==> config.mk <==
export PLATFORM = sky130hd
export DESIGN_NAME = gradient_read_arbiter_flat
export DESIGN_NICKNAME = d
export VERILOG_FILES = /design/src/rtl/gradient_read_arbiter_if.sv /design/src/rtl/gradient_read_arbiter.sv /design/src/flat_wrapper.sv
export SDC_FILE = /design/constraint.sdc
export NUM_CORES = 1
export LEC_CHECK = 0
export BUFFER_PORTS_ARGS = -buffer_cell sky130_fd_sc_hd__buf_2
export CAP_MARGIN = 20
export CORE_MARGIN = 2
export CORE_UTILIZATION = 46
export CTS_CLUSTER_SIZE = 12
export DETAILED_ROUTE_END_ITERATION = 8
export GPL_ROUTABILITY_DRIVEN = 0
export HOLD_SLACK_MARGIN = 0.02
export PLACE_DENSITY = 0.84
export SKIP_CTS_REPAIR_TIMING = 1
export SLEW_MARGIN = 20
export SYNTH_ARGS = -nofsm -noshare
export SYNTH_HDL_FRONTEND = slang
export SYNTH_SLANG_ARGS = --single-unit
==> constraint.sdc <==
create_clock -name clk -period 2.5 [get_ports clk]
set_clock_uncertainty 0.1 [all_clocks]
set_input_delay 0.375 -clock clk [delete_from_list [all_inputs] [get_ports clk]]
set_output_delay 0.375 -clock clk [all_outputs]
set_load 0.1 [all_outputs]
==> src/rtl/gradient_read_arbiter_if.sv <==
// Requester/BRAM-side bus of gradient_read_arbiter: burst read requests, the shared
// BRAM address, raw BRAM data and tagged responses.
interface gradient_read_arbiter_if #(
   parameter int NUM_REQ    = 3,
   parameter int ADDR_WIDTH = 12,
   parameter int BIT_DEPTH  = 8
);
   logic [NUM_REQ-1:0]            req_valid;
   logic [NUM_REQ-1:0]            req_last;
   logic [NUM_REQ*ADDR_WIDTH-1:0] req_addr;
   logic [NUM_REQ-1:0]            req_ready;
   logic [ADDR_WIDTH-1:0]         bram_addr;
   logic signed [BIT_DEPTH-1:0]   x_grad_in;
   logic signed [BIT_DEPTH-1:0]   y_grad_in;
   logic [NUM_REQ-1:0]            rsp_valid;
   logic signed [BIT_DEPTH-1:0]   rsp_x_grad;
   logic signed [BIT_DEPTH-1:0]   rsp_y_grad;
   logic                          busy;

   modport slave (
      input  req_valid, req_last, req_addr, x_grad_in, y_grad_in,
      output req_ready, bram_addr, rsp_valid, rsp_x_grad, rsp_y_grad, busy
   );
   modport master (
      output req_valid, req_last, req_addr, x_grad_in, y_grad_in,
      input  req_ready, bram_addr, rsp_valid, rsp_x_grad, rsp_y_grad, busy
   );
endinterface

==> src/rtl/gradient_read_arbiter.sv <==
// Burst-locked round-robin arbiter sharing one gradient BRAM read port; responses are tagged
// in-order. Define ARB_FIXED_PRIORITY_EN for lowest-index-wins arbitration instead.
module gradient_read_arbiter #(
   parameter int NUM_REQ      = 3,
   parameter int ADDR_WIDTH   = 12,
   parameter int BIT_DEPTH    = 8,
   parameter int READ_LATENCY = 2
) (
   input  logic                    clk,
   input  logic                    rst_in,
   gradient_read_arbiter_if.slave  bus
);
   localparam int IW     = (NUM_REQ > 1) ? $clog2(NUM_REQ) : 1;
   localparam int STAGES = READ_LATENCY;

   typedef enum logic {IDLE, GRANTED} state_t;

   state_t                          state_q, state_d;
   logic [IW-1:0]                   owner_q, owner_d;
   logic [IW-1:0]                   ptr_q, ptr_d;
   logic [ADDR_WIDTH-1:0]           addr_q, addr_d;
   logic [STAGES:0]                 vld_pipe_q, vld_pipe_d;
   logic [STAGES:0][IW-1:0]         idx_pipe_q, idx_pipe_d;
   logic [NUM_REQ-1:0]              rsp_valid_q, rsp_valid_d;
   logic signed [BIT_DEPTH-1:0]     rsp_x_q, rsp_x_d;
   logic signed [BIT_DEPTH-1:0]     rsp_y_q, rsp_y_d;

   logic          accept;
   logic          found;
   logic [IW-1:0] win;
   logic [IW-1:0] owner_nxt;
   int            scan;

   // In the fixed-priority build ptr never leaves 0, so the same scan yields lowest-index-wins.
   always_comb begin
      found = 1'b0;
      win   = '0;
      scan  = 0;
      for (int k = 0; k < NUM_REQ; k++) begin
         scan = int'(ptr_q) + k;
         if (scan >= NUM_REQ) scan = scan - NUM_REQ;
         if (!found && bus.req_valid[scan]) begin
            found = 1'b1;
            win   = IW'(scan);
         end
      end
   end

   assign accept    = (state_q == GRANTED) && bus.req_valid[owner_q];
   assign owner_nxt = (int'(owner_q) == NUM_REQ-1) ? '0 : owner_q + 1'b1;

   always_comb begin
      state_d     = state_q;
      owner_d     = owner_q;
      ptr_d       = ptr_q;
      addr_d      = addr_q;
      vld_pipe_d  = {vld_pipe_q[STAGES-1:0], accept};
      idx_pipe_d  = {idx_pipe_q[STAGES-1:0], owner_q};
      rsp_valid_d = '0;
      rsp_x_d     = rsp_x_q;
      rsp_y_d     = rsp_y_q;
      case (state_q)
         IDLE: if (found) begin
            owner_d = win;
            state_d = GRANTED;
         end
         GRANTED: if (accept) begin
            addr_d = bus.req_addr[int'(owner_q)*ADDR_WIDTH +: ADDR_WIDTH];
            if (bus.req_last[owner_q]) begin
               state_d = IDLE;
`ifdef ARB_FIXED_PRIORITY_EN
               ptr_d = '0;
`else
               ptr_d = owner_nxt;
`endif
            end
         end
      endcase
      // Pipe tail lines up with BRAM data for the beat issued READ_LATENCY+1 cycles earlier.
      if (vld_pipe_q[STAGES]) begin
         rsp_valid_d = NUM_REQ'(1) << idx_pipe_q[STAGES];
         rsp_x_d     = bus.x_grad_in;
         rsp_y_d     = bus.y_grad_in;
      end
   end

   always_ff @(posedge clk or negedge rst_in) begin
      if (!rst_in) begin
         state_q     <= IDLE;
         owner_q     <= '0;
         ptr_q       <= '0;
         addr_q      <= '0;
         vld_pipe_q  <= '0;
         idx_pipe_q  <= '0;
         rsp_valid_q <= '0;
         rsp_x_q     <= '0;
         rsp_y_q     <= '0;
      end else begin
         state_q     <= state_d;
         owner_q     <= owner_d;
         ptr_q       <= ptr_d;
         addr_q      <= addr_d;
         vld_pipe_q  <= vld_pipe_d;
         idx_pipe_q  <= idx_pipe_d;
         rsp_valid_q <= rsp_valid_d;
         rsp_x_q     <= rsp_x_d;
         rsp_y_q     <= rsp_y_d;
      end
   end

   assign bus.req_ready  = (state_q == GRANTED) ? (NUM_REQ'(1) << owner_q) : '0;
   assign bus.bram_addr  = addr_q;
   assign bus.rsp_valid  = rsp_valid_q;
   assign bus.rsp_x_grad = rsp_x_q;
   assign bus.rsp_y_grad = rsp_y_q;
   assign bus.busy       = (state_q == GRANTED) | (|vld_pipe_q);
endmodule

==> src/flat_wrapper.sv <==
// flat-port wrapper written by rule: the top's interface ports become plain ports
module gradient_read_arbiter_flat 
#(
   parameter int NUM_REQ      = 3,
   parameter int ADDR_WIDTH   = 12,
   parameter int BIT_DEPTH    = 8,
   parameter int READ_LATENCY = 2
)
  (clk, rst_in, bus_req_valid, bus_req_last, bus_req_addr, bus_x_grad_in, bus_y_grad_in, bus_req_ready, bus_bram_addr, bus_rsp_valid, bus_rsp_x_grad, bus_rsp_y_grad, bus_busy);
  gradient_read_arbiter_if #(.NUM_REQ(NUM_REQ), .ADDR_WIDTH(ADDR_WIDTH), .BIT_DEPTH(BIT_DEPTH)) bus_i ();
  input  logic clk;
  input  logic rst_in;
  input wire logic [$bits(bus_i.req_valid)-1:0] bus_req_valid;
  input wire logic [$bits(bus_i.req_last)-1:0] bus_req_last;
  input wire logic [$bits(bus_i.req_addr)-1:0] bus_req_addr;
  input wire logic [$bits(bus_i.x_grad_in)-1:0] bus_x_grad_in;
  input wire logic [$bits(bus_i.y_grad_in)-1:0] bus_y_grad_in;
  output wire logic [$bits(bus_i.req_ready)-1:0] bus_req_ready;
  output wire logic [$bits(bus_i.bram_addr)-1:0] bus_bram_addr;
  output wire logic [$bits(bus_i.rsp_valid)-1:0] bus_rsp_valid;
  output wire logic [$bits(bus_i.rsp_x_grad)-1:0] bus_rsp_x_grad;
  output wire logic [$bits(bus_i.rsp_y_grad)-1:0] bus_rsp_y_grad;
  output wire logic [$bits(bus_i.busy)-1:0] bus_busy;
  assign bus_i.req_valid = bus_req_valid;
  assign bus_i.req_last = bus_req_last;
  assign bus_i.req_addr = bus_req_addr;
  assign bus_i.x_grad_in = bus_x_grad_in;
  assign bus_i.y_grad_in = bus_y_grad_in;
  assign bus_req_ready = bus_i.req_ready;
  assign bus_bram_addr = bus_i.bram_addr;
  assign bus_rsp_valid = bus_i.rsp_valid;
  assign bus_rsp_x_grad = bus_i.rsp_x_grad;
  assign bus_rsp_y_grad = bus_i.rsp_y_grad;
  assign bus_busy = bus_i.busy;
  gradient_read_arbiter #(.NUM_REQ(NUM_REQ), .ADDR_WIDTH(ADDR_WIDTH), .BIT_DEPTH(BIT_DEPTH), .READ_LATENCY(READ_LATENCY)) u_core (.clk(clk), .rst_in(rst_in), .bus(bus_i));
endmodule
==> flow_summary.toml, run 1 <==
[clock_network]
cts.clk_slew.worst_paths_ns = 0.08
clock_latency_ns = 0.29
cts_tree = "done"
htree_levels = 2
cts.sinks = 45
cts_made_buffers = 5
clk_path_buf_depth = 2
cts_root_buf = "clkbuf_8"

[setup_path]
critPathCaptureType = "output port"
cp-start-kind = "flop"
rr_startpoint = "u_core.ptr_q[0]"
critPathSlowestCell = "dfrtp_1"
cp_max_fo = 11
slowest_delay_ns = 0.55
cp.required_ns = 2.03
critPathKind = "reg -> out"
worstSetupStartpoint = "u_core.owner_q[1]"
crit_chain = "buf_4 > nor3_2 > buf_2"
arrival_ns = 1.66

[drt]
wl_per_cell_um = 13.4
routed_wl_mm = 4.58
dr.pass1.iters = 4
via_per_inst = 5.15
ant_nets = 0
drcViolationCount = 0
vias = 1763
drt_iter0_markers = 78

[synth]
synth-simple-area-share = 0.107
yosysSeqAreaShare = 0.539
synth_adder_area_share = 0.0180
yosysUniqueCellTypes = 32
syn_area_per_cell_um2 = 11.0
synth_top_family_by_area = "multiplexers"
synth-compound-area-share = 0.128
syn_area_um2 = 2090
yosysWarningCount = 0
muxShareOfSynthArea = 0.171
synth_seq_cells = 45
synth_cells = 190
yosys.area_share.xor_xnor = 0
syn_nets = 253

[grt]
grt_usage = 0.186
grt_start_max_net_pins = 30
grt_pass1_vias = 1776
grt_pass1_wl_mm = 7.41
overflow = 0
antenna_found_initial = 0

[timing]
fin_crit_ns = 2.14
finalHoldViolCount = 20
fmax_mhz = 468
slew_headroom = 0.583
grt_setup_unrepaired = "no"
worstMarginPinSlew_ns = 0.625
slew_violations = 0
fin_hold_ws_ns = -0.00644
setup_viol = 0
finalCritPeriodShare = 0.855

[die]
rows = 24
die_h_um = 71.4
initial_core_util = 0.480
die_x_um = 71.4
dieArea_um2 = 5100
ios = 95
core_area_um2 = 4350

[status]
status = "complete, but fails checks"
violations = "hold timing"

[layout]
layout-drive-gt1-share = 0.459
num_antenna_cells = 0
final_cell_mix = "93 x buf_2, 45 x dfrtp_1, 21 x o21ai_0"
final_common_cell = "buf_2"
area_delta_synth_final_pct = 31.6
nets = 352

[hold_path]
hold_path.class = "in -> async"

[placed_design]
io_buffers = 94
dp_hpwl_mm = 3.65

[flow_run]
maxCapViolCount = 0
[area by class of cell]
type / instances / area [µm²]
inverter: 6 / 22.5
timing repair buffer: 102 / 546
fill: 345 / 1600
multi-input combinational: 129 / 895
clock inverter: 2 / 13.8
clock buffer: 6 / 82.6
tap: 52 / 65.1
sequential: 45 / 1130
[stage by stage]
step	setup WS [ns]	std cells	utilization	setup TNS, ns	instance area, µm²
floorplan	-0.0186	190	-	-0.0215	2100
global placement	0.660	334	0.609	0	2650
detailed placement	0.545	334	0.609	0	2650
CTS	0.353	342	0.632	0	2750
global route	0.290	342	0.632	0	2750
finish	0.362	342	0.632	0	2750
[path summary, 6_finish.rpt]
path,depth (start not counted),to,slack [ns]
max in group asynchronous,2,u_core.bus.bram_addr[4],1.73
setup / recovery,3,bus_req_ready[0],0.36
hold / removal,1,u_core.bus.rsp_x_grad[4],-0.006
setup reg to reg,7,u_core.owner_q[1],0.53
min in group clk,2,u_core.bus.rsp_x_grad[3],0.21
hold reg to reg,0,u_core.idx_pipe_q[4],0.25
[metal layers]
metal,track usage,share of wire,wire length (µm),vias up
met5,0,0,0,-
met4,0.0797,0.024,108,0
met3,0.0605,0.099,452,10
met2,0.327,0.49,2230,98
met1,0.207,0.39,1790,794
li1,-,-,-,861
[cell usage after synthesis]
cell	instances	share of area
o21a_1	1	0.0036
nor3_1	2	0.0048
buf_6	2	0.011
and2_1	1	0.0030
o21ai_0	21	0.050
nor2_1	13	0.023
mux2i_1	15	0.072
o211ai_1	1	0.0036
a21oi_1	16	0.038
o221ai_1	1	0.0042
mux2_4	1	0.0072
nand2_1	18	0.032
nand3b_1	1	0.0036
nor2b_1	4	0.012
inv_1	5	0.0090
mux2_2	17	0.092
a221oi_1	1	0.0042
a21boi_1	1	0.0036
nor2_2	1	0.0030
o31ai_1	2	0.0072
and3_1	1	0.0030
and3b_1	2	0.0084
dfrtp_1	45	0.54
buf_2	3	0.0072
o21ai_4	1	0.0078
o32a_1	1	0.0048
nand2b_1	1	0.0030
clkbuf_1	5	0.0090
ha_1	3	0.018
inv_2	1	0.0018
nor3b_1	2	0.0072
or4_1	1	0.0036
[critical path, delay by kind of cell, from the launching register on]
| family | cells | cell delay [ns] |
|---|---|---|
| buffers and inverters | 2 | 0.68 |
| AND/OR/NAND/NOR | 1 | 0.14 |
| flip-flops | 1 | 0.55 |
[cell families (layout without fill, tap and decap cells)]
logic type / after synthesis / after routing
AO/OA/AOI/OAI: 46 / 46
AND/OR/NAND/NOR: 47 / 47
adder cells (fa/ha/maj): 3 / 3
multiplexers: 33 / 33
buffers and inverters: 16 / 116
flip-flops: 45 / 45
[registers in the layout (all words and copies together) (netlist names)]
register               flops
u_core.bus.rsp_y_grad      8
u_core.vld_pipe_q          3
u_core.idx_pipe_d          4
u_core.bus.rsp_x_grad      8
u_core.bus.bram_addr      12
u_core.state_q             1
u_core.owner_q             2
u_core.idx_pipe_q          2
u_core.ptr_q               2
u_core.bus.rsp_valid       3
Power of run 1 is not shown: default switching activity piles up to over one toggle a cycle in this logic, so the estimate is an artifact.
==> inputs of run 2 (changes only) <==
--- a/config.mk
+++ b/config.mk
@@ -8,12 +8,13 @@
 export BUFFER_PORTS_ARGS = -buffer_cell sky130_fd_sc_hd__buf_2
 export CAP_MARGIN = 20
 export CORE_MARGIN = 2
-export CORE_UTILIZATION = 46
+export CORE_UTILIZATION = 50
 export CTS_CLUSTER_SIZE = 12
 export DETAILED_ROUTE_END_ITERATION = 8
 export GPL_ROUTABILITY_DRIVEN = 0
 export HOLD_SLACK_MARGIN = 0.02
-export PLACE_DENSITY = 0.84
+export PLACE_DENSITY = 0.89
+export RECOVER_POWER = 100
 export SKIP_CTS_REPAIR_TIMING = 1
 export SLEW_MARGIN = 20
 export SYNTH_ARGS = -nofsm -noshare
==> constraint.sdc (replaced) <==
create_clock -name clk -period 2.7 [get_ports clk]
set_clock_uncertainty 0.1 [all_clocks]
set_input_delay 0.405 -clock clk [delete_from_list [all_inputs] [get_ports clk]]
set_output_delay 0.405 -clock clk [all_outputs]
set_load 0.1 [all_outputs]
==> run 2 against run 1 <==
  * The run now ends clean
  * Final cell count fell by 1.5%
  * Via count decreased by 1.3%
  * Non-clock buffer count shrank 3
  * Sequential share of layout area increased by 1.6 points
  * Flip-flop and latch count is the same
  * Core utilization up 3.0 points
  * First-iteration DRC count down 9.0%
  * Wire length is 8.4% lower
  * Critical path type is now reg -> reg
==> flow_summary.toml, run 2 (same netlist as run 1, synthesis figures left out) <==
[setup_path]
worstSetupStartpoint = "u_core.owner_q[1]"
critPathCaptureType = "flop"
cp-start-kind = "flop"
cp_num_cells = 6
critPathSlowestCell = "dfrtp_1"
endpoint = "u_core.ptr_q[1]"
crit_chain = "nor2b_1 > clkbuf_1 > and2_0 > o21ai_4 > nor2_1 > mux2_1"
critPathKind = "reg -> reg"
cp_max_fo = 14
reg2reg_depth = 6
arrival_ns = 2.38
slowest_delay_ns = 0.53
cp.required_ns = 2.77
r2r-end = "u_core.ptr_q[1]"
r2r_slack_ns = 0.39
path_buf_inv = 1
critPathTopFamily = "simple AND/OR/NAND/NOR gates"
rr_startpoint = "u_core.owner_q[1]"

[clock_network]
htree_levels = 2
clock_latency_ns = 0.29
cts_made_buffers = 5
cts_root_buf = "clkbuf_8"
cts.sinks = 45
cts.clk_slew.worst_paths_ns = 0.08
clk_path_buf_depth = 2
cts_tree = "done"

[hold_path]
hold_path.class = "in -> async"

[layout]
nets = 349
area_delta_synth_final_pct = 26.6
final_cell_mix = "58 x buf_2, 45 x dfrtp_1, 33 x clkbuf_1"
layout-drive-gt1-share = 0.328
final_common_cell = "buf_2"
largest_reg_flops = 12
num_antenna_cells = 0

[flow_run]
maxCapViolCount = 0

[drt]
wl_per_cell_um = 12.5
drt_iter0_markers = 71
routed_wl_mm = 4.20
via_per_inst = 5.16
drcViolationCount = 0
vias = 1740
ant_nets = 0
dr.pass1.iters = 4

[placed_design]
dp_hpwl_mm = 3.27
io_buffers = 94

[grt]
grt_pass1_vias = 1518
grt_usage = 0.181
grt_pass1_wl_mm = 6.27
grt_start_max_net_pins = 46
overflow = 0
antenna_found_initial = 0

[timing]
setup_tns_ns = 0
grt_setup_unrepaired = "no"
finalHoldViolCount = 0
slew_violations = 0
setup_viol = 0
fmax_mhz = 433
fin_crit_ns = 2.31
slew_headroom = 0.201
finalCritPeriodShare = 0.855
worstMarginPinSlew_ns = 1.20

[die]
die_h_um = 68.6
ios = 95
rows = 23
dieArea_um2 = 4710
core_area_um2 = 4000
initial_core_util = 0.522
die_x_um = 68.6

[status]
status = "complete, no violations"
## run 2: cell types whose count changed in the layout (fill, tap and decap cells not counted), moves of 6 or more
cell | before | now
buf_2 | 93 | 58
buf_4 | 8 | 2
clkbuf_2 | 0 | 6
clkbuf_1 | 0 | 33
## run 2: per-stage QoR
step / std cells / hold WS, ns / setup slack [ns] / area, µm² / util
final: 337 / 0.186 / 0.392 / 2650 / 0.661
after global routing: 337 / 0.244 / 0.236 / 2650 / 0.661
after CTS: 337 / 0.184 / 0.474 / 2700 / 0.675
after detailed placement: 329 / 0.240 / 0.680 / 2610 / 0.653
after global placement: 329 / 0.234 / 0.720 / 2610 / 0.653
after floorplan: 190 / 0.00941 / 0.151 / 2100 / -
## run 2: how the worst min path moves through the flow
stage,cells after the start,slack (ns),to,from
after CTS,1,0.18,u_core.bus.rsp_x_grad[2],rst_in
after floorplan,0,0.009,u_core.bus.bram_addr[0],rst_in
after global placement,0,0.23,u_core.idx_pipe_q[4],u_core.idx_pipe_d[4]
final,1,0.19,u_core.bus.rsp_x_grad[2],rst_in
after detailed placement,0,0.24,u_core.idx_pipe_q[5],u_core.idx_pipe_d[5]
after global routing,2,0.24,u_core.bus.rsp_x_grad[2],bus_x_grad_in[2]
## run 2: routing by layer
| layer | routed length, µm | vias up | global-route usage |
|---|---|---|---|
| li1 | - | 857 | - |
| met1 | 1730 | 795 | 0.201 |
| met2 | 2040 | 82 | 0.334 |
| met3 | 385 | 6 | 0.0487 |
| met4 | 43 | 0 | 0.0525 |
| met5 | 0 | - | 0 |
## run 2: area by class of cell
cell class                      instances  area [µm²]
Timing Repair Buffer                   99         459
Clock buffer                            5        68.8
Multi-Input combinational cell        129         888
Inverter                                6        22.5
Sequential cell                        45        1130
Clock inverter                          3        17.5
Tap cell                               50        62.6
Fill cell                             342        1360
Power of run 2 is left out for the same reason.
